--- src/rtl/pulse_swallow_ctrl_pkg.sv ---
// ---------------------------------------------------------------------------
// pkg_divider
// Shared definitions for the pulse-swallow divider stage that follows the
// 3/4 dual-modulus prescaler. It holds the default counter width, the
// encodings driven on the prescaler modulus-control input, and the state
// type of the period FSM.
// ---------------------------------------------------------------------------
package pkg_divider;

    // Default width of the P/S counters and of the configuration values.
    localparam int CNT_W_DEF = 8;

    // Modulus-control encodings seen by the prescaler.
    localparam logic MOD_DIV4 = 1'b1;
    localparam logic MOD_DIV3 = 1'b0;

    // IDLE    : no configuration running, outputs quiet.
    // SWALLOW : current prescaler period runs at /4 (mod = 1).
    // MAIN    : current prescaler period runs at /3 (mod = 0).
    typedef enum logic [1:0] {
        ST_IDLE    = 2'd0,
        ST_SWALLOW = 2'd1,
        ST_MAIN    = 2'd2
    } state_e;

endpackage

--- src/rtl/pulse_swallow_ctrl_if.sv ---
// ---------------------------------------------------------------------------
// pulse_swallow_ctrl_if
// Configuration and status bundle of the pulse-swallow controller.
//   p_val     : requested program count P          (master -> slave)
//   s_val     : requested swallow count S          (master -> slave)
//   cfg_load  : one-cycle strobe capturing p_val/s_val (master -> slave)
//   mod       : modulus control, 1 = /4, 0 = /3    (slave -> master)
//   div_pulse : one clk_in cycle per output cycle  (slave -> master)
//   cfg_err   : sticky, last cfg_load rejected     (slave -> master)
//   active    : a valid configuration is running   (slave -> master)
// The clock and reset are kept as plain ports of the controller.
// ---------------------------------------------------------------------------
interface pulse_swallow_ctrl_if #(
    parameter int CNT_W = pkg_divider::CNT_W_DEF
) ();

    logic [CNT_W-1:0] p_val;
    logic [CNT_W-1:0] s_val;
    logic             cfg_load;
    logic             mod;
    logic             div_pulse;
    logic             cfg_err;
    logic             active;

    // Host side: programs the divider and watches its status.
    modport master (
        output p_val, s_val, cfg_load,
        input  mod, div_pulse, cfg_err, active
    );

    // Controller side.
    modport slave (
        input  p_val, s_val, cfg_load,
        output mod, div_pulse, cfg_err, active
    );

endinterface

--- src/rtl/pulse_swallow_cfg.sv ---
// ---------------------------------------------------------------------------
// pulse_swallow_cfg
// Validates configuration writes and holds the accepted P/S pair in a shadow
// register until the counter FSM consumes it at a cycle boundary.
//   clk_in        : clock (prescaler output)
//   rst           : synchronous, active-high reset
//   cfg_load_i    : one-cycle write strobe
//   p_val_i       : requested P
//   s_val_i       : requested S
//   shadow_clr_i  : FSM consumed the shadow this cycle
//   shadow_vld_o  : shadow holds a pending configuration
//   shadow_p_o    : pending P
//   shadow_s_o    : pending S
//   cfg_err_o     : sticky, last write was rejected
// A write is accepted when P >= 2 and S <= P.
// ---------------------------------------------------------------------------
module pulse_swallow_cfg
    import pkg_divider::*;
#(
    parameter int CNT_W = CNT_W_DEF
) (
    input  logic             clk_in,
    input  logic             rst,
    input  logic             cfg_load_i,
    input  logic [CNT_W-1:0] p_val_i,
    input  logic [CNT_W-1:0] s_val_i,
    input  logic             shadow_clr_i,
    output logic             shadow_vld_o,
    output logic [CNT_W-1:0] shadow_p_o,
    output logic [CNT_W-1:0] shadow_s_o,
    output logic             cfg_err_o
);

    logic             cfg_ok;
    logic             shadow_vld_d, shadow_vld_q;
    logic             cfg_err_d,    cfg_err_q;
    logic [CNT_W-1:0] shadow_p_d,   shadow_p_q;
    logic [CNT_W-1:0] shadow_s_d,   shadow_s_q;

    assign cfg_ok = (p_val_i >= CNT_W'(2)) && (s_val_i <= p_val_i);

    always_comb begin
        // NOTE: every signal written here gets a default first so no path
        // leaves it unassigned, which would otherwise infer a latch.
        shadow_vld_d = shadow_vld_q;
        cfg_err_d    = cfg_err_q;
        shadow_p_d   = shadow_p_q;
        shadow_s_d   = shadow_s_q;

        if (shadow_clr_i) begin
            shadow_vld_d = 1'b0;
        end

        // A write landing on the same edge as a consume must survive it,
        // so it is evaluated after the clear.
        if (cfg_load_i) begin
            if (cfg_ok) begin
                shadow_vld_d = 1'b1;
                shadow_p_d   = p_val_i;
                shadow_s_d   = s_val_i;
                cfg_err_d    = 1'b0;
            end else begin
                cfg_err_d    = 1'b1;
            end
        end
    end

    // NOTE: sequential state is updated with non-blocking assignments so
    // every register samples the pre-edge values of the others.
    always_ff @(posedge clk_in) begin
        if (rst) begin
            shadow_vld_q <= 1'b0;
            cfg_err_q    <= 1'b0;
        end else begin
            shadow_vld_q <= shadow_vld_d;
            cfg_err_q    <= cfg_err_d;
        end
    end

    // NOTE: the shadow data carries no reset; it is only ever read while
    // shadow_vld_q is set, and that flag is reset.
    always_ff @(posedge clk_in) begin
        shadow_p_q <= shadow_p_d;
        shadow_s_q <= shadow_s_d;
    end

    assign shadow_vld_o = shadow_vld_q;
    assign shadow_p_o   = shadow_p_q;
    assign shadow_s_o   = shadow_s_q;
    assign cfg_err_o    = cfg_err_q;

endmodule

--- src/rtl/pulse_swallow_ctrl.sv ---
// ---------------------------------------------------------------------------
// pulse_swallow_ctrl
// Program/swallow counter stage behind a 3/4 dual-modulus prescaler. Each
// output cycle spans P prescaler periods: the first S at /4, the remaining
// P-S at /3, for a total division of N = 3P + S input clocks.
//   clk_in : clock, driven by the prescaler output
//   rst    : synchronous, active-high reset
//   bus    : configuration/status bundle (slave side)
//            p_val, s_val, cfg_load in; mod, div_pulse, cfg_err, active out
// New configurations are only taken at a cycle boundary (or out of IDLE), so
// a retune never produces a truncated or stretched output cycle.
// ---------------------------------------------------------------------------
module pulse_swallow_ctrl
    import pkg_divider::*;
#(
    parameter int CNT_W = CNT_W_DEF
) (
    input  logic                 clk_in,
    input  logic                 rst,
    pulse_swallow_ctrl_if.slave  bus
);

    logic             shadow_vld;
    logic [CNT_W-1:0] shadow_p;
    logic [CNT_W-1:0] shadow_s;
    logic             shadow_clr;
    logic             cfg_err;

    state_e           state_d,     state_q;
    logic [CNT_W-1:0] p_cnt_d,     p_cnt_q;
    logic [CNT_W-1:0] p_act_d,     p_act_q;
    logic [CNT_W-1:0] s_act_d,     s_act_q;
    logic             mod_d,       mod_q;
    logic             div_pulse_d, div_pulse_q;
    logic             running_d;
    logic             last_period;

    pulse_swallow_cfg #(
        .CNT_W (CNT_W)
    ) u_cfg (
        .clk_in       (clk_in),
        .rst          (rst),
        .cfg_load_i   (bus.cfg_load),
        .p_val_i      (bus.p_val),
        .s_val_i      (bus.s_val),
        .shadow_clr_i (shadow_clr),
        .shadow_vld_o (shadow_vld),
        .shadow_p_o   (shadow_p),
        .shadow_s_o   (shadow_s),
        .cfg_err_o    (cfg_err)
    );

    // p_act_q >= 2 whenever running, so the subtraction cannot wrap then.
    assign last_period = (p_cnt_q == p_act_q - CNT_W'(1));

    always_comb begin
        p_cnt_d    = p_cnt_q;
        p_act_d    = p_act_q;
        s_act_d    = s_act_q;
        shadow_clr = 1'b0;
        running_d  = (state_q != ST_IDLE);

        if (state_q == ST_IDLE) begin
            if (shadow_vld) begin
                p_act_d    = shadow_p;
                s_act_d    = shadow_s;
                p_cnt_d    = '0;
                shadow_clr = 1'b1;
                running_d  = 1'b1;
            end
        end else if (last_period) begin
            p_cnt_d = '0;
            if (shadow_vld) begin
                p_act_d    = shadow_p;
                s_act_d    = shadow_s;
                shadow_clr = 1'b1;
            end
        end else begin
            p_cnt_d = p_cnt_q + CNT_W'(1);
        end

        // Outputs are registered, so they are derived from the values the
        // counter and the active config will hold after this edge.
        mod_d       = (running_d && (p_cnt_d < s_act_d)) ? MOD_DIV4 : MOD_DIV3;
        div_pulse_d = running_d && (p_cnt_d == p_act_d - CNT_W'(1));

        if (!running_d) begin
            state_d = ST_IDLE;
        end else if (mod_d == MOD_DIV4) begin
            state_d = ST_SWALLOW;
        end else begin
            state_d = ST_MAIN;
        end
    end

    always_ff @(posedge clk_in) begin
        if (rst) begin
            state_q     <= ST_IDLE;
            p_cnt_q     <= '0;
            p_act_q     <= '0;
            s_act_q     <= '0;
            mod_q       <= MOD_DIV3;
            div_pulse_q <= 1'b0;
        end else begin
            state_q     <= state_d;
            p_cnt_q     <= p_cnt_d;
            p_act_q     <= p_act_d;
            s_act_q     <= s_act_d;
            mod_q       <= mod_d;
            div_pulse_q <= div_pulse_d;
        end
    end

    assign bus.mod       = mod_q;
    assign bus.div_pulse = div_pulse_q;
    assign bus.cfg_err   = cfg_err;
    assign bus.active    = (state_q != ST_IDLE);

endmodule
--- src/flat_wrapper.sv ---
// flat-port wrapper written by rule: the top's interface ports become plain ports
module pulse_swallow_ctrl_flat import pkg_divider::*;
#(
    parameter int CNT_W = CNT_W_DEF
)
  (clk_in, rst, bus_p_val, bus_s_val, bus_cfg_load, bus_mod, bus_div_pulse, bus_cfg_err, bus_active);
  pulse_swallow_ctrl_if #(.CNT_W(CNT_W)) bus_i ();
  input  logic clk_in;
  input  logic rst;
  input wire logic [$bits(bus_i.p_val)-1:0] bus_p_val;
  input wire logic [$bits(bus_i.s_val)-1:0] bus_s_val;
  input wire logic [$bits(bus_i.cfg_load)-1:0] bus_cfg_load;
  output wire logic [$bits(bus_i.mod)-1:0] bus_mod;
  output wire logic [$bits(bus_i.div_pulse)-1:0] bus_div_pulse;
  output wire logic [$bits(bus_i.cfg_err)-1:0] bus_cfg_err;
  output wire logic [$bits(bus_i.active)-1:0] bus_active;
  assign bus_i.p_val = bus_p_val;
  assign bus_i.s_val = bus_s_val;
  assign bus_i.cfg_load = bus_cfg_load;
  assign bus_mod = bus_i.mod;
  assign bus_div_pulse = bus_i.div_pulse;
  assign bus_cfg_err = bus_i.cfg_err;
  assign bus_active = bus_i.active;
  pulse_swallow_ctrl #(.CNT_W(CNT_W)) u_core (.clk_in(clk_in), .rst(rst), .bus(bus_i));
endmodule
--- config.mk ---
export PLATFORM = sky130hd
export DESIGN_NAME = pulse_swallow_ctrl_flat
export DESIGN_NICKNAME = d
export VERILOG_FILES = /design/src/rtl/pulse_swallow_ctrl_pkg.sv /design/src/rtl/pulse_swallow_ctrl_if.sv /design/src/rtl/pulse_swallow_cfg.sv /design/src/rtl/pulse_swallow_ctrl.sv /design/src/flat_wrapper.sv
export SDC_FILE = /design/constraint.sdc
export NUM_CORES = 1
export LEC_CHECK = 0
export ABC_AREA = 1
export BUFFER_PORTS_ARGS = -buffer_cell sky130_fd_sc_hd__buf_2
export CAP_MARGIN = 10
export CORE_MARGIN = 4
export CORE_UTILIZATION = 35
export CTS_CLUSTER_DIAMETER = 60
export DETAILED_ROUTE_END_ITERATION = 8
export PLACE_DENSITY_LB_ADDON = 0.1
export SYNTH_ARGS = -nofsm -noshare
export SYNTH_HDL_FRONTEND = slang
export SYNTH_SLANG_ARGS = --single-unit
export TNS_END_PERCENT = 20
--- constraint.sdc ---
create_clock -name clk_in -period 3.8 [get_ports clk_in]
set_clock_uncertainty 0.05 [all_clocks]
set_input_delay 0.76 -clock clk_in [delete_from_list [all_inputs] [get_ports clk_in]]
set_output_delay 0.76 -clock clk_in [all_outputs]
set_load 0.02 [all_outputs]
==> results of run 1 <==
[placed cells by master (no fill, tap or decap), types with 3 or more instances in the layout]
cell type                   n
sky130_fd_sc_hd__nand2_1   83
sky130_fd_sc_hd__xor2_1     8
sky130_fd_sc_hd__nand3_1   27
sky130_fd_sc_hd__clkbuf_8   5
sky130_fd_sc_hd__nor2_2     5
sky130_fd_sc_hd__ha_1      18
sky130_fd_sc_hd__inv_2      5
sky130_fd_sc_hd__buf_2     22
sky130_fd_sc_hd__o21ai_0    5
sky130_fd_sc_hd__a21oi_1    8
sky130_fd_sc_hd__o22ai_1    3
sky130_fd_sc_hd__mux2i_1    7
sky130_fd_sc_hd__nand3b_1   3
sky130_fd_sc_hd__nand2_4    5
sky130_fd_sc_hd__inv_1     51
sky130_fd_sc_hd__nor2_1    50
sky130_fd_sc_hd__dfxtp_1   30
sky130_fd_sc_hd__nand3_2    3
sky130_fd_sc_hd__edfxtp_1  16
sky130_fd_sc_hd__xnor2_1    3
sky130_fd_sc_hd__nand4_1    3
sky130_fd_sc_hd__nand2_2   10
sky130_fd_sc_hd__o21ai_1    6
[metal layers]
layer | wire length (um) | share of wire (%) | vias up | GRT usage, %
li1 | - | - | 1198 | -
met1 | 2800 | 46 | 1017 | 17.1
met2 | 3050 | 50 | 28 | 24.0
met3 | 211 | 3.4 | 6 | 2.51
met4 | 78 | 1.3 | 0 | 4.21
met5 | 0 | 0 | - | 0
[per-stage QoR]
| step | total power [mW] | util, % | instance area, um^2 | std cells |
|---|---|---|---|---|
| 2_1_floorplan | 1.35 | - | 2780 | 365 |
| 3_3_place_gp | 1.52 | 38.3 | 2960 | 481 |
| 3_5_place_dp | 1.53 | 38.3 | 2960 | 481 |
| 4_1_cts | 1.91 | 39.7 | 3070 | 489 |
| 5_1_grt | 2.07 | 39.7 | 3070 | 489 |
| 6_report | 1.88 | 39.7 | 3070 | 489 |
[power breakdown]
part	leakage [nW]	total, mW	internal (mW)	switching, mW
combinational	1.06	0.862	0.294	0.568
sequential	0.396	0.643	0.586	0.0565
clock	0.0585	0.378	0.197	0.180
[flip-flops by register name (all words and copies together), names as in the netlist]
register,count
u_core.p_act_q,8
u_core.p_cnt_q,8
u_core.s_act_q,8
u_core.u_cfg.shadow_p_o,8
u_core.u_cfg.shadow_s_o,8
u_core.state_q,2
u_core.bus.div_pulse,1
u_core.bus.mod,1
u_core.u_cfg.cfg_err_o,1
u_core.u_cfg.shadow_vld_o,1
[cells in the mapped netlist (2+ instances only)]
master                      n  share of area, %
sky130_fd_sc_hd__nand2_1   83                11
sky130_fd_sc_hd__inv_1     51               6.9
sky130_fd_sc_hd__nor2_1    50               6.8
sky130_fd_sc_hd__dfxtp_1   30                22
sky130_fd_sc_hd__nand3_1   27               4.9
sky130_fd_sc_hd__ha_1      18               8.1
sky130_fd_sc_hd__edfxtp_1  16                17
sky130_fd_sc_hd__nand2_2   10               2.3
sky130_fd_sc_hd__a21oi_1    8               1.4
sky130_fd_sc_hd__xor2_1     8               2.5
sky130_fd_sc_hd__mux2i_1    7               2.5
sky130_fd_sc_hd__o21ai_1    6               1.1
sky130_fd_sc_hd__inv_2      5              0.68
sky130_fd_sc_hd__nand2_4    5               2.0
sky130_fd_sc_hd__nor2_2     5               1.1
sky130_fd_sc_hd__o21ai_0    5              0.90
sky130_fd_sc_hd__buf_6      3               1.2
sky130_fd_sc_hd__clkbuf_1   3              0.41
sky130_fd_sc_hd__nand3_2    3               1.1
sky130_fd_sc_hd__nand3b_1   3              0.81
sky130_fd_sc_hd__nand4_1    3              0.68
sky130_fd_sc_hd__o22ai_1    3              0.68
sky130_fd_sc_hd__xnor2_1    3              0.95
sky130_fd_sc_hd__nor3_1     2              0.36
[worst paths after layout]
| path | startpoint | end | slack, ns | cells after the start |
|---|---|---|---|---|
| max | u_core.p_act_q[0] | u_core.bus.mod | 0.50 | 18 |
| min | u_core.s_act_q[3] | u_core.s_act_q[3] | 0.46 | 2 |
| max reg2reg | u_core.p_act_q[0] | u_core.bus.mod | 0.50 | 18 |
| min reg2reg | u_core.s_act_q[3] | u_core.s_act_q[3] | 0.46 | 2 |
[critical path, delay by kind of cell (launching register included)]
family,cells,cell delay (ns)
DFF,1,0.34
buffers and inverters,1,0.17
muxes,1,0.28
and+or+nand+nor,12,1.33
adders and majority gates,2,0.54
AOI/OAI and AO/OA,2,0.52
[cells by family (layout without fill, tap and decap cells)]
family,Yosys count,after routing,share of synthesized area [%]
AND/OR/NAND/NOR,193,193,32.0
flip-flops,46,46,38.9
adder cells (fa/ha/maj),18,18,8.11
buffers and inverters,64,86,9.64
multiplexers,7,7,2.52
XOR/XNOR,11,11,3.47
AO/OA/AOI/OAI,26,26,5.27
[cell type report]
cell class	instances	area (um^2)
Multi-Input combinational cell	255	1430
Sequential cell	46	1080
Fill cell	798	4660
Inverter	56	210
Clock inverter	3	43.8
Clock buffer	5	68.8
Tap cell	102	128
Timing Repair Buffer	22	110
[what timing repair did]
item / 4_1_cts / 5_1_grt
hold endpoints to repair: 0 / 0
setup endpoints to repair: 0 / 1
resized for setup: 0 / 1
==> results.tsv, run 1 <==
metric	value	unit
result of the run	finished clean	
Post-synth top flop	sky130_fd_sc_hd__dfxtp_1	
aggregate routed wire length	6140	um
DRT antenna net count	0	
detailed-routing iteration count for the pre-antenna-repair pass	4	
Final Slew Violations	0	
leakage power	1.51	nW
latest clock arrival within the worst-skew pair	0.31	ns
Floorplan Core Area	7730	um^2
wire length of the first global-routing pass	10400	um
vias after detailed routing	2249	
largest buffer count on any clock path	2	
Die ar.	9420	um^2
diode insertion count for antenna repair	0	
least setup slack across all paths after layout	0.505	ns
delay of the slowest cell on the worst path	0.36	ns
count of pins on the block boundary	23	
initial cell density of the core	35.9	%
Max Cap Viol	0	
post-route DRC violation count	0	
setup repair after global routing missed its margin	false	
Achievable Freq	303	MHz
count of endpoints failing hold in the final timing report	0	
Num CTS Buffers	5	
Post-Synthesis Cell Area	2780	um^2
Tot GR Track Use	13.7	%
average instance area after synthesis	7.61	um^2
floorplan die width	97.1	um
NumNets Final	423	
clk sink count	46	
count of standard-cell rows	32	
sum of net half-perimeters after detailed placement	4890	um
quantity of I/O buffers inserted on ports	22	
element type at the critical path start	register	
number of global-route vias before repair	2141	
1st-iter DRT viols	105	
count of endpoints failing setup in the final report	0	
post-synthesis instance total	365	
most frequent CP cell	sky130_fd_sc_hd__nand2_1	
kind of critical path	register to register	
Netlist cell types	32	
postcts setup bufs	0	
per-cell routed wire length	12.6	um
part of the Yosys area used for sequential elements	38.9	%
Layout area overhead	10.6	%
fraction of layout cells with a size suffix above 1	15.5	%
Fin Setup TNS	0	ns
number of synthesized flops with an enable pin	16	
cell at the root of the clock tree	sky130_fd_sc_hd__clkbuf_8	
vias per inst	4.60	
leftover overflow at the end of global routing	0	
transition time of the tightest slew-check pin	0.622	ns
fraction of the cycle the final worst path needs	86.7	%
Min-Delay Path Class	register to register	
weighted congestion at the end of routability-driven global placement	0.782	
# H-tree levels	2	
post-synthesis sequential element count	46	
master of the slowest instance on the critical path	sky130_fd_sc_hd__a2111oi_1	
Pwr per Cell Area	613	nW/um^2
warnings from Yosys	0	
worst-path fanout max	21	
Required @ worst endpoint	3.99	ns
clock tree from TritonCTS	built	
post-layout minimum cycle time	3.30	ns
worst path cell trace	inv_1 -> ha_1 -> nand2_1 -> nor2_1 -> nand2_1 -> nand2_1 -> nand3_1 -> nor2_2 -> nand2_4 -> nand2_4 -> nand2_4 -> mux2i_1 -> ha_1 -> a21oi_1 -> nor2_1 -> a2111oi_1 -> nand2_1 -> nor2_1	
fraction of registers with async set/reset	0	%
Slew HR	58.5	%
Post-Route Hold Slack	0.460	ns
CTS hold repair buffers	0	
initial antenna violation count	0	
height of the chip	97.1	um
pre-CTS WS	0.403	ns
Arr. time, crit path	3.49	ns
Mapped Nets	402	
Worst setup EP type	register	
pin count of the biggest net entering global routing	30	
clk slew on worst S/H paths	0.09	ns
Worst VDD drop	213	uV
(Power assumes the default switching activity.)
==> inputs of run 2 (changes only) <==
ABC_AREA = default   (was 1)
GPL_TIMING_DRIVEN = 0   (was default)
==> results.tsv, run 2 <==
metric	value	unit	change
detailed-routing iteration count for the pre-antenna-repair pass	4		unchanged
post-layout minimum cycle time	3.65	ns	+0.354 ns
pre-CTS WS	-0.685	ns	-1.09 ns
largest buffer count on any clock path	2		unchanged
number of global-route vias before repair	2531		+18%
Required @ worst endpoint	3.99	ns	about the same
vias per inst	5.45		+19%
Worst VDD drop	172	uV	-19%
initial cell density of the core	35.9	%	-0.068 points
setup repair after global routing missed its margin	true		
leftover overflow at the end of global routing	0		unchanged
count of endpoints failing setup in the final report	0		unchanged
post-synthesis instance total	321		-12%
Clock Power Share	16.6	%	-3.5 points
1st-iter DRT viols	141		+34%
wire length of the first global-routing pass	12900	um	+24%
per-cell routed wire length	17.1	um	+36%
Layout area overhead	18.2	%	
count of endpoints failing hold in the final timing report	0		unchanged
fraction of layout cells with a size suffix above 1	23.2	%	+7.7 points
leakage power	1.35	nW	-10%
height of the chip	99.8	um	+2.8%
sum of net half-perimeters after detailed placement	5990	um	+23%
top cells by instance count after synthesis	sky130_fd_sc_hd__nor2_1, sky130_fd_sc_hd__dfxtp_1, sky130_fd_sc_hd__ha_1		
Logic pwr share	50.7	%	+4.9 points
dominant cell by count in the synthesized netlist	sky130_fd_sc_hd__nor2_1		
aggregate routed wire length	7910	um	+29%
latest clock arrival within the worst-skew pair	0.31	ns	about the same
Arr. time, crit path	3.84	ns	+0.35 ns
transition time of the tightest slew-check pin	0.775	ns	+0.153 ns
Achievable Freq	274	MHz	-9.7%
Fin Setup TNS	0	ns	unchanged
count of pins on the block boundary	23		unchanged
count of standard-cell rows	33		+3.1%
Num CTS Buffers	5		unchanged
initial antenna violation count	0		unchanged
result of the run	finished clean		
sequential cell fraction of total power	32.6	%	-1.5 points
Netlist cell types	68		+110%
top area cells in the synthesized netlist	sky130_fd_sc_hd__dfxtp_1, sky130_fd_sc_hd__edfxtp_1, sky130_fd_sc_hd__ha_1		
internal power	1.09	mW	+1.5%
weighted congestion at the end of routability-driven global placement	0.834		+6.6%
Min-Delay Path Class	register to register		
switching power summed over all nets	798	uW	-0.85%
clock tree from TritonCTS	built		
number of placed cells counting well taps	449		-6.7%
cell at the root of the clock tree	sky130_fd_sc_hd__clkbuf_8		
DRT antenna net count	0		unchanged
worst-path fanout max	10		-52%
Die ar.	9950	um^2	+5.6%
vias after detailed routing	2524		+12%
most area-hungry cell type in the Yosys netlist	sky130_fd_sc_hd__dfxtp_1		
clk sink count	46		unchanged
warnings from Yosys	0		unchanged
part of the Yosys area used for sequential elements	36.7	%	-2.2 points
Tot GR Track Use	16.4	%	+2.7 points
clk slew on worst S/H paths	0.09	ns	about the same
post-route DRC violation count	0		unchanged
Floorplan Core Area	8220	um^2	+6.3%
Post-Synthesis Cell Area	2950	um^2	+6.1%
floorplan die width	99.8	um	+2.8%
element type at the critical path start	register		
Post-synth top flop	sky130_fd_sc_hd__dfxtp_1		
pin count of the biggest net entering global routing	16		-47%
share of the synthesized area in the top cell type	20.4	%	-1.2 points
Worst setup EP type	register		
highest-count cells in the layout ignoring fill and taps	sky130_fd_sc_hd__nor2_1, sky130_fd_sc_hd__dfxtp_1, sky130_fd_sc_hd__buf_2		
Slew HR	47.8	%	-11 points
average instance area after synthesis	9.18	um^2	+21%
diode insertion count for antenna repair	0		unchanged
kind of critical path	register to register		
NumNets Final	394		-6.9%
number of synthesized flops with an enable pin	16		unchanged
least setup slack across all paths after layout	0.151	ns	-0.354 ns
post-synthesis sequential element count	46		unchanged
Pwr per Cell Area	543	nW/um^2	-11%
Mapped Nets	358		-11%
Max Cap Viol	0		unchanged
most common cell after layout, fill and taps aside	sky130_fd_sc_hd__nor2_1		
Switching Fraction	42.2	%	-0.58 points
fraction of registers with async set/reset	0	%	unchanged
Final Slew Violations	0		unchanged
Post-Route Hold Slack	0.443	ns	-0.0168 ns
# H-tree levels	2		unchanged
final std cells w/o fill	463		-5.3%
quantity of I/O buffers inserted on ports	22		unchanged
overall power	1.89	mW	+0.51%
fraction of the cycle the final worst path needs	96.0	%	+9.3 points
## run 2: changes by cell type after synthesis, sizes merged, moves of 6 or more
cell / change
clkbuf: +6
nand2: -85
nor2b: +7
nor2: -11
nand2b: +8
xnor2: +6
a21oi: +9
a211oi: +6
mux2i: +6
nor3: +9
nand3: -19
inv: -39
## run 2: cells by family (layout without fill, tap and decap cells)
family / Yosys count / count (layout) / synth area share [%]
buffers and inverters: 31 / 68 / 4.59
multiplexers: 14 / 14 / 4.93
flip-flops: 46 / 46 / 36.7
XOR/XNOR: 13 / 13 / 3.86
AND/OR/NAND/NOR: 120 / 120 / 21.6
AO/OA/AOI/OAI: 79 / 79 / 20.7
adder cells (fa/ha/maj): 18 / 18 / 7.64
## run 2: worst paths after layout
check	from	to	slack, ns	cells past startpoint
min reg2reg	u_core.u_cfg.cfg_err_o	u_core.u_cfg.cfg_err_o	0.44	2
min	u_core.u_cfg.cfg_err_o	u_core.u_cfg.cfg_err_o	0.44	2
max	u_core.p_act_q[0]	u_core.bus.div_pulse	0.15	17
max reg2reg	u_core.p_act_q[0]	u_core.bus.div_pulse	0.15	17
## run 2: worst max-delay path, stage by stage (launching register included)
cell	delay, ns
sky130_fd_sc_hd__dfxtp_1	0.32
sky130_fd_sc_hd__buf_6	0.14
sky130_fd_sc_hd__or4_4	0.57
sky130_fd_sc_hd__o221ai_2	0.19
sky130_fd_sc_hd__nand2_2	0.13
sky130_fd_sc_hd__o31ai_4	0.32
sky130_fd_sc_hd__nor2_4	0.08
sky130_fd_sc_hd__buf_8	0.16
sky130_fd_sc_hd__buf_8	0.16
sky130_fd_sc_hd__nor2_2	0.14
sky130_fd_sc_hd__a21oi_4	0.05
sky130_fd_sc_hd__ha_4	0.25
sky130_fd_sc_hd__nor3b_2	0.16
sky130_fd_sc_hd__o21ai_0	0.09
sky130_fd_sc_hd__a32oi_1	0.21
sky130_fd_sc_hd__o311a_1	0.25
sky130_fd_sc_hd__o2111ai_2	0.14
sky130_fd_sc_hd__a211oi_2	0.16
## run 2: cell type report
type,count,area (um^2)
clock buffer,6,72.6
tap,105,131
buffer,13,81.3
inverter,17,63.8
clock inverter,2,15.0
multi-input combinational,244,1860
sequential,46,1080
timing repair buffer,30,174
fill,819,4730
## run 2: power by group through the flow
stage | clock network (mW) | registers (mW) | logic, mW
after floorplan | 0 | 0.620 | 0.645
after global placement | 0 | 0.624 | 0.850
after detailed placement | 0 | 0.623 | 0.854
after CTS | 0.321 | 0.613 | 0.923
after global routing | 0.342 | 0.626 | 1.05
final | 0.315 | 0.618 | 0.960
## run 2: stage by stage
stage | utilization (%) | cell area [um^2]
CTS | 41.4 | 3410
global route | 42.4 | 3480
global placement | 38.9 | 3190
floorplan | - | 2950
finish | 42.4 | 3480
detailed placement | 39.0 | 3210
## run 2: timing repair
| item | CTS | global route |
|---|---|---|
| resized for setup | 17 | 14 |
| pin swaps | 6 | 6 |
| hold buffers | 0 | 0 |
| setup buffers | 5 | 2 |
| setup endpoints to repair | 4 | 4 |
## run 2: per-layer routing
| metal | track usage [%] | vias up | part of all wire [%] |
|---|---|---|---|
| li1 | - | 1256 | - |
| met3 | 2.03 | 17 | 3.1 |
| met1 | 21.6 | 1193 | 47 |
| met5 | 0 | - | 0 |
| met2 | 27.2 | 58 | 47 |
| met4 | 6.51 | 0 | 3.0 |
==> inputs of run 3 (changes only) <==
BUFFER_PORTS_ARGS = -buffer_cell sky130_fd_sc_hd__buf_4   (was -buffer_cell sky130_fd_sc_hd__buf_2)
clock period = 4.7 ns   (was 3.8 ns; I/O delays follow)
==> results.tsv, run 3 (synthesis results as in run 2) <==
metric	value	unit	change
count of pins on the block boundary	23		unchanged
Fin Setup TNS	0	ns	unchanged
post-layout minimum cycle time	4.32	ns	+0.668 ns
number of placed cells counting well taps	449		unchanged
fillers	819		unchanged
worst-path fanout max	10		unchanged
kind of critical path	register to register		
Die ar.	9950	um^2	unchanged
Critical path origin	u_core.p_act_q[0]		
# H-tree levels	2		unchanged
most common cell after layout, fill and taps aside	sky130_fd_sc_hd__nor2_1		
aggregate routed wire length	7910	um	about the same
quantity of I/O buffers inserted on ports	22		unchanged
master of the slowest instance on the critical path	sky130_fd_sc_hd__o31ai_2		
leakage power	1.33	nW	-1.9%
pin count of the biggest net entering global routing	15		-1
element type at the critical path start	register		
wire length of the first global-routing pass	12800	um	-0.54%
Max Cap Viol	0		unchanged
setup slack of the worst register-to-register path	0.38	ns	+0.23 ns
area post-placement	3260	um^2	+1.7%
final std cells w/o fill	457		-1.3%
1st-iter DRT viols	143		+1.4%
Layout area overhead	14.9	%	
initial antenna violation count	0		unchanged
Worst Reg2Reg Path Length in Cells	19		+2
critical path depth	19		+2
initial cell density of the core	35.9	%	unchanged
transition time of the tightest slew-check pin	0.733	ns	-0.0414 ns
delay of the slowest cell on the worst path	0.35	ns	-0.22 ns
Min-Delay Path Class	register to register		
Pwr per Cell Area	448	nW/um^2	-18%
DRT antenna net count	0		unchanged
Slew HR	50.9	%	+3.1 points
Largest delay share family, worst path	compound AO/OA/AOI/OAI gates		
count of standard-cell rows	33		unchanged
Worst VDD drop	217	uV	+26%
vias per inst	5.40		-0.89%
capture point of the worst path	u_core.bus.div_pulse		
Num CTS Buffers	5		unchanged
clk slew on worst S/H paths	0.09	ns	about the same
CTS hold repair buffers	0		unchanged
diode insertion count for antenna repair	0		unchanged
per-cell routed wire length	17.3	um	+1.2%
detailed-routing iteration count for the pre-antenna-repair pass	4		unchanged
Tot GR Track Use	16.4	%	-0.039 points
largest buffer count on any clock path	2		unchanged
height of the chip	99.8	um	unchanged
Finished Core Util	41.2	%	-1.2 points
Achievable Freq	232	MHz	-15%
Arr. time, crit path	4.48	ns	+0.64 ns
clk sink count	46		unchanged
Buf/Inv on CP	4		+1
post-route DRC violation count	0		unchanged
setup repair after global routing missed its margin	false		
Floorplan Core Area	8220	um^2	unchanged
number of global-route vias before repair	2455		-3.0%
R2R Path End	u_core.bus.div_pulse		
area of all placed cells without fillers	3390	um^2	-2.8%
result of the run	finished clean		
Worst setup EP type	register		
fraction of layout cells with a size suffix above 1	17.0	%	-6.1 points
count of endpoints failing hold in the final timing report	0		unchanged
worst r2r src	u_core.p_act_q[0]		
highest-count cells in the layout ignoring fill and taps	sky130_fd_sc_hd__nor2_1, sky130_fd_sc_hd__dfxtp_1, sky130_fd_sc_hd__buf_4		
Final Slew Violations	0		unchanged
sum of net half-perimeters after detailed placement	6070	um	+1.2%
fraction of the cycle the final worst path needs	91.9	%	-4.2 points
vias after detailed routing	2469		-2.2%
Required @ worst endpoint	4.87	ns	+0.88 ns
floorplan die width	99.8	um	unchanged
weighted congestion at the end of routability-driven global placement	0.842		+1.0%
worst path cell trace	buf_6 -> inv_1 -> ha_1 -> nand2b_1 -> o211a_1 -> o31ai_2 -> a21oi_2 -> nor2_2 -> buf_6 -> buf_2 -> nor2_1 -> a21oi_1 -> ha_1 -> nor3b_1 -> o21ai_0 -> a32oi_1 -> o311a_1 -> o2111ai_1 -> a211oi_2		
latest clock arrival within the worst-skew pair	0.30	ns	about the same
NumNets Final	388		-1.5%
leftover overflow at the end of global routing	0		unchanged
cell at the root of the clock tree	sky130_fd_sc_hd__clkbuf_8		
count of endpoints failing setup in the final report	0		unchanged
clock tree from TritonCTS	built		
==> run 3: changes by cell type in the layout (fill, tap and decap cells not counted), sizes merged <==
cell and delta:
bufinv +1, clkinvlp -1, clkbuf +1, buf -7
==> run 3: layout make-up <==
type | instances | area [um^2] | area share [%]
sequential | 46 | 1080 | 31.9
clock buffer | 6 | 72.6 | 2.14
tap | 105 | 131 | 3.88
buffer | 14 | 71.3 | 2.11
clock inverter | 2 | 37.5 | 1.11
inverter | 17 | 63.8 | 1.88
multi-input combinational | 244 | 1750 | 51.6
timing repair buffer | 23 | 180 | 5.32
==> run 3: worst min-delay path by stage <==
| stage | startpoint | to | slack [ns] | cells past startpoint |
|---|---|---|---|---|
| 3_3_place_gp | u_core.u_cfg.cfg_err_o | u_core.u_cfg.cfg_err_o | 0.43 | 2 |
| 6_report | u_core.u_cfg.cfg_err_o | u_core.u_cfg.cfg_err_o | 0.46 | 2 |
| 3_5_place_dp | u_core.s_act_q[2] | u_core.s_act_q[2] | 0.44 | 2 |
| 4_1_cts | u_core.u_cfg.cfg_err_o | u_core.u_cfg.cfg_err_o | 0.46 | 2 |
| 5_1_grt | u_core.u_cfg.cfg_err_o | u_core.u_cfg.cfg_err_o | 0.49 | 2 |
| 2_1_floorplan | u_core.s_act_q[3] | u_core.s_act_q[3] | 0.41 | 2 |
==> run 3: tightest hold or removal path: cells and delay by family, from the launching register on <==
| family | cells | cell delay [ns] |
|---|---|---|
| DFF | 1 | 0.32 |
| and+or+nand+nor | 2 | 0.15 |
==> run 3: where the power goes <==
| group | switching [mW] | internal (mW) |
|---|---|---|
| logic | 0.439 | 0.280 |
| clock network | 0.143 | 0.159 |
| registers | 0.0308 | 0.465 |
| total | 0.612 | 0.904 |
==> run 3: through the flow <==
step | total power, mW | hold slack, ns | setup WS [ns]
2_1_floorplan | 1.02 | 0.411 | 0.897
6_report | 1.52 | 0.456 | 0.383
3_5_place_dp | 1.21 | 0.444 | 0.130
3_3_place_gp | 1.20 | 0.432 | 0.0643
4_1_cts | 1.51 | 0.465 | 0.0895
5_1_grt | 1.62 | 0.491 | 0.0339
==> run 3: repair_timing <==
item	4_1_cts	5_1_grt
buffers inserted	0	0
endpoints found under the setup margin	0	1
resized for setup	0	3
==> run 3: per-layer routing <==
layer | track usage, % | wire (um)
met1 | 21.7 | 3700
met2 | 28.1 | 3710
met3 | 1.96 | 372
met4 | 4.31 | 114
met5 | 0 | 0
